## src/rtl/fft_pkg.sv

```systemverilog
`default_nettype none
// ============================================================================
// Module   : fft_pkg
// Brief    : Shared constants, sequencer state encoding and twiddle select
//            for the 64-point radix-2 DIF FFT control path.
// Revision : 1.0 - initial release
// ============================================================================
package fft_pkg;

  localparam int FFT_N      = 64;
  localparam int FFT_LOG2N  = 6;
  localparam int FFT_STAGES = 6;

  typedef enum logic [1:0] {
    ST_IDLE  = 2'd0,
    ST_ISSUE = 2'd1,
    ST_DRAIN = 2'd2,
    ST_DONE  = 2'd3
  } seq_state_t;

  // k = (pos << stage) mod 32, re-packed as {fine W0..W7, coarse none/W8/W16/W24}
  function automatic logic [4:0] twiddle_sel(input logic [2:0] stage, input logic [4:0] pos);
    logic [4:0] k;
    k = pos << stage;
    return {k[2:0], k[4:3]};
  endfunction

endpackage
`default_nettype wire

```

## src/rtl/fft_addr_delay.sv

```systemverilog
`default_nettype none
// ============================================================================
// Module   : fft_addr_delay
// Brief    : Valid + payload shift register with asynchronous active-low clear.
// Revision : 1.0 - initial release
// ============================================================================
module fft_addr_delay #(
  parameter int DEPTH = 1,
  parameter int W     = 8
) (
  input  logic         clk,
  input  logic         reset,
  input  logic         i_valid,
  input  logic [W-1:0] i_data,
  output logic         o_valid,
  output logic [W-1:0] o_data
);

  logic [DEPTH-1:0] r_valid;
  logic [W-1:0]     r_data [DEPTH];

  always_ff @(posedge clk or negedge reset) begin
    if (!reset) begin
      r_valid <= '0;
      for (int i = 0; i < DEPTH; i++) r_data[i] <= '0;
    end else begin
      r_valid[0] <= i_valid;
      r_data[0]  <= i_data;
      for (int i = 1; i < DEPTH; i++) begin
        r_valid[i] <= r_valid[i-1];
        r_data[i]  <= r_data[i-1];
      end
    end
  end

  assign o_valid = r_valid[DEPTH-1];
  assign o_data  = r_data[DEPTH-1];

endmodule
`default_nettype wire

```

## src/rtl/butterfly_sequencer.sv

```systemverilog
`default_nettype none
// ============================================================================
// Module   : butterfly_sequencer
// Brief    : Walks the in-place FFT data RAM through 6 stages x 32 butterflies,
//            aligning twiddle selects with read data and writing results back.
// Revision : 1.0 - initial release
// ============================================================================
module butterfly_sequencer
  import fft_pkg::*;
#(
  parameter int RAM_RD_LAT = 1,
  parameter int BF_LATENCY = 3,
  parameter int ADDR_W     = 6
) (
  input  logic              clk,
  input  logic              reset,
  input  logic              start,
  output logic              busy,
  output logic              done,
  output logic [2:0]        stage,
  output logic              rd_en,
  output logic [ADDR_W-1:0] rd_addr_a,
  output logic [ADDR_W-1:0] rd_addr_b,
  output logic [4:0]        bfpcontrol,
  output logic              wr_en,
  output logic [ADDR_W-1:0] wr_addr_a,
  output logic [ADDR_W-1:0] wr_addr_b
);

  localparam int                c_wr_lat     = RAM_RD_LAT + BF_LATENCY;
  localparam logic [2:0]        c_last_stage = 3'(FFT_STAGES - 1);
  localparam logic [4:0]        c_last_bf    = 5'(FFT_N / 2 - 1);
  localparam logic [ADDR_W-1:0] c_last_addr  = ADDR_W'(FFT_N - 1);
  localparam logic [ADDR_W-1:0] c_half       = ADDR_W'(FFT_N / 2);

  seq_state_t            r_state, w_state_nxt;
  logic [2:0]            r_stage;
  logic [4:0]            r_bf;
  logic [ADDR_W-1:0]     w_j, w_span, w_mask, w_addr_a, w_addr_b;
  logic [4:0]            w_pos;
  logic                  w_rd;
  logic                  w_bfp_vld;
  logic [4:0]            w_bfp;
  logic                  w_wr_vld;
  logic [2*ADDR_W-1:0]   w_wr_addr;
  logic                  w_stage_end;

  // addr_a = grp*2*span + pos: the group bits move up one place, pos stays put
  assign w_j      = ADDR_W'(r_bf);
  assign w_span   = c_half >> r_stage;
  assign w_mask   = w_span - ADDR_W'(1);
  assign w_pos    = r_bf & w_mask[4:0];
  assign w_addr_a = ((w_j & ~w_mask) << 1) | (w_j & w_mask);
  assign w_addr_b = w_addr_a + w_span;
  assign w_rd     = (r_state == ST_ISSUE);

  // addr_b = 63 belongs to the last butterfly of every stage
  assign w_stage_end = w_wr_vld && (w_wr_addr[ADDR_W-1:0] == c_last_addr);

  always_comb begin
    w_state_nxt = r_state;
    busy        = (r_state != ST_IDLE);
    done        = (r_state == ST_DONE);
    stage       = r_stage;
    rd_en       = w_rd;
    rd_addr_a   = w_rd ? w_addr_a : '0;
    rd_addr_b   = w_rd ? w_addr_b : '0;
    bfpcontrol  = w_bfp_vld ? w_bfp : '0;
    wr_en       = w_wr_vld;
    wr_addr_a   = w_wr_vld ? w_wr_addr[2*ADDR_W-1:ADDR_W] : '0;
    wr_addr_b   = w_wr_vld ? w_wr_addr[ADDR_W-1:0] : '0;
    case (r_state)
      ST_IDLE:  if (start) w_state_nxt = ST_ISSUE;
      ST_ISSUE: if (r_bf == c_last_bf) w_state_nxt = ST_DRAIN;
      ST_DRAIN: if (w_stage_end) w_state_nxt = (r_stage == c_last_stage) ? ST_DONE : ST_ISSUE;
      ST_DONE:  w_state_nxt = ST_IDLE;
      default:  w_state_nxt = ST_IDLE;
    endcase
  end

  always_ff @(posedge clk or negedge reset) begin
    if (!reset) begin
      r_state <= ST_IDLE;
      r_stage <= '0;
      r_bf    <= '0;
    end else begin
      r_state <= w_state_nxt;
      if (r_state == ST_ISSUE) r_bf <= r_bf + 5'd1;
      if (r_state == ST_DRAIN && w_stage_end && r_stage != c_last_stage) r_stage <= r_stage + 3'd1;
      if (r_state == ST_DONE) r_stage <= '0;
    end
  end

  fft_addr_delay #(.DEPTH(RAM_RD_LAT), .W(5)) u_bfp_dly (
    .clk     (clk),
    .reset   (reset),
    .i_valid (w_rd),
    .i_data  (twiddle_sel(r_stage, w_pos)),
    .o_valid (w_bfp_vld),
    .o_data  (w_bfp)
  );

  fft_addr_delay #(.DEPTH(c_wr_lat), .W(2*ADDR_W)) u_wr_dly (
    .clk     (clk),
    .reset   (reset),
    .i_valid (w_rd),
    .i_data  ({w_addr_a, w_addr_b}),
    .o_valid (w_wr_vld),
    .o_data  (w_wr_addr)
  );

endmodule
`default_nettype wire

```

## config.mk

```make
export PLATFORM = sky130hd
export DESIGN_NAME = butterfly_sequencer
export DESIGN_NICKNAME = d
export VERILOG_FILES = /design/src/rtl/fft_pkg.sv /design/src/rtl/fft_addr_delay.sv /design/src/rtl/butterfly_sequencer.sv
export SDC_FILE = /design/constraint.sdc
export NUM_CORES = 1
export LEC_CHECK = 0
export ABC_AREA = 1
export CORE_UTILIZATION = 54
export DETAILED_ROUTE_END_ITERATION = 7
export GPL_TIMING_DRIVEN = 0
export PLACE_DENSITY = 0.79
export SYNTH_ARGS = -nofsm -noshare
export SYNTH_HDL_FRONTEND = slang
export SYNTH_SLANG_ARGS = --single-unit
```

## constraint.sdc

```tcl
create_clock -name clk -period 4 [get_ports clk]
set_input_delay 0.8 -clock clk [delete_from_list [all_inputs] [get_ports clk]]
set_output_delay 0.8 -clock clk [all_outputs]
set_load 0.02 [all_outputs]
```

==> reports/qor.yml <==
synth-warning-count: 0
final_nets: 339
die_x_um: 73.3
criticalPathCategory: "register to output port"
rsz0062_at_grt: "no"
p_comb_frac: 0.350
busiest_layer: "met2"
grt_pass1_vias: 1850
peakVddDrop_uv: 418
crit_chain: "inv_4, ha_2, nand2_4, ha_1, nor2_2, inv_1, nand2_2, inv_1, fa_2, nor2_2, o21ai_1, nand2_1, xor2_1, nor2_1, clkdlybuf4s15_2"
worstPathRequired_ps: 3200
worst_path_largest_cell_delay_ps: 460
h-tree-depth: 3
synth_cell_types: 32
antenna_cells: 0
r2r_setup_slack_ps: 1450
switching_share: 0.342
intPower_uw: 1730
grt_max_degree: 45
whs_path_depth: 0
gp_congestion: 0.923
seq_area_frac_synth: 0.610
via_count: 1854
hp-class: "register to register"
ff2ff_path_depth: 16
fp.dieH_um: 73.3
cpMaxStageDelayCell: "dfrtp_2"
synth.avg_cell_area_um2: 10.2
hold_viol: 0
layout_commonest_cell: "dfrtp_1"
grt-ovfl-total: 0
ys_ff_latch: 67
power.density_nw_per_um2: 747
firstDrtPassIters: 4
p_sw_uw: 900
drc: 0
synth.cell_area_um2: 2750
cts.clk_slew.worst_paths_ps: 60
period_needed_ps: 3790
ant_nets: 0
grt_use_met1: 0.236
utilization: 0.732
nFillCells: 352
drt-vias-per-instance: 4.71
power.total_uw: 2630
end_kind: "output port"
layout-drive-gt1-share: 0.190
path_delay_family: "adder cells"
start_kind: "register"
worst-endpoint-arrival_ps: 2990
cts_buffers: 9
min_from: "u_wr_dly.r_data[31]$_DFF_PN0_"
root_buffer: "clkbuf_8"
finalMaxSlewViolations: 0
tightest_slew_ps: 534
max-slew-margin-rel: 0.644
start_util: 0.570
clock_skew_ps: 5.16
cts_tree: "built"
finalSetupViolations: 0
wire_per_inst_um: 12.4
cts_sinks: 67
seqPwrFrac: 0.407
path_depth: 15
final.period_utilization: 0.948
die_area_um2: 5380
antenna_found_initial: 0
holdPathEnd: "u_wr_dly.r_data[19]$_DFF_PN0_"
core_um2: 4820
grt_pass1_wl_um: 8270
drtIter0Drc: 104
status: "complete, no violations"
syn-num-nets: 286
rows: 25
met2_usage: 0.382
cp.buffers_inverters: 4
maxCapViolCount: 0
layout_common_cells: "dfrtp_1 (65), nand2_1 (61), inv_1 (41)"
r2r-end: "u_wr_dly.r_data[41]$_DFF_PN0_"
post-dp-hpwl_um: 3460
clk_latency_ps: 330
totalWireLength_um: 4900
p_leak_uw: 0.00185
io_pins: 39
clk_path_buf_depth: 2
io_buffers: 38
critPathMaxFanout: 7
clkPwrFrac: 0.243
netlist_instances: 270
max_freq_ghz: 0.264
grtUsageTotal: 0.218
rr_startpoint: "stage[0]$_DFFE_PN0P_"
met3_usage: 0.0741
area_delta_synth_final_pct: 28.3
cell usage after synthesis, drive strengths merged:
cell,number,area share
a21oi,9,0.018
buf,2,0.0059
clkbuf,1,0.0014
conb,1,0.0014
dfrtp,67,0.61
fa,1,0.0073
ha,12,0.055
inv,48,0.068
nand2,72,0.11
nand3,6,0.018
nand3b,2,0.0055
nand4,4,0.0091
nor2,25,0.043
nor3,3,0.0055
o211ai,1,0.0027
o21ai,8,0.016
o21bai,1,0.0027
o22ai,1,0.0023
o31ai,1,0.0027
xnor2,2,0.0064
xor2,3,0.0096
repair_timing:
item	CTS	global route
setup endpoints to repair	5	4
setup buffers	2	1
hold buffers	0	0
resized for setup	18	11
endpoints found under the hold margin	0	0
pin swaps	0	5
cells by family after synthesis:
| family | share of synthesized area |
|---|---|
| buffers and inverters | 0.0756 |
| DFF | 0.610 |
| and+or+nand+nor | 0.191 |
| adders and majority gates | 0.0619 |
| other | 0.00136 |
| AOI/OAI and AO/OA | 0.0442 |
| xor gates and xnor gates | 0.0159 |
power groups by stage:
stage / clock network, uW / logic, uW / registers [uW]
after floorplan: 0 / 538 / 1050
after global placement: 0 / 904 / 1070
after detailed placement: 0 / 922 / 1080
after CTS: 657 / 922 / 1080
after global routing: 686 / 1020 / 1100
final: 640 / 923 / 1070
registers in the layout, summed over array words and instances (netlist names):
name / flops
r_bf: 5
r_state: 2
stage: 3
u_bfp_dly.o_data: 5
u_wr_dly.o_data: 12
u_wr_dly.r_data: 36
u_wr_dly.r_valid: 4
metal layers:
layer | wire, um | vias to the layer above | part of all wire
met4 | 151 | 0 | 0.031
met2 | 2510 | 47 | 0.51
met5 | 0 | - | 0
met1 | 2010 | 867 | 0.41
li1 | - | 927 | -
met3 | 229 | 13 | 0.047
cell type report:
class,count,area [um^2],share of cell area
Sequential cell,67,1680,0.476
Multi-Input combinational cell,152,910,0.258
Timing Repair Buffer,42,412,0.117
Inverter,48,190,0.0540
Clock buffer,10,128,0.0362
Clock inverter,5,103,0.0291
Tap cell,67,83.8,0.0238
Buffer,3,20.0,0.00568
per-stage QoR:
step | hold slack [ps] | setup WS (ps) | setup TNS (ps) | cell area (um^2) | instances
global route | 348 | 0.961 | 0 | 3520 | 394
finish | 346 | 207 | 0 | 3520 | 394
detailed placement | 335 | -277 | -730 | 3230 | 376
floorplan | 331 | 424 | 0 | 2750 | 270
global placement | 331 | -268 | -653 | 3210 | 375
CTS | 343 | 3.50 | 0 | 3490 | 393
worst reg2reg max path: stages (launching register included):
cell and delay [ps]:
dfrtp_2 460, buf_4 180, ha_1 220, ha_2 220, nor2_4 130, nand2_2 50
nand2_2 70, nand2_1 50, nand2_1 110, nand2_1 100, ha_1 300, inv_1 60
o21bai_1 120, nor2_1 60, nand3b_1 140, nand2_1 110, inv_1 50
how the worst max path moves through the flow:
stage                          from            to  slack [ps]
2_1_floorplan  stage[0]$_DFFE_PN0P_  rd_addr_b[4]         420
3_3_place_gp   stage[0]$_DFFE_PN0P_  rd_addr_b[4]        -270
3_5_place_dp   stage[0]$_DFFE_PN0P_  rd_addr_b[4]        -280
4_1_cts        stage[1]$_DFFE_PN0P_  rd_addr_b[4]           4
5_1_grt        stage[0]$_DFFE_PN0P_  rd_addr_b[5]           1
6_report       stage[0]$_DFFE_PN0P_  rd_addr_b[4]         210
Power figures use the tool's default switching activity.
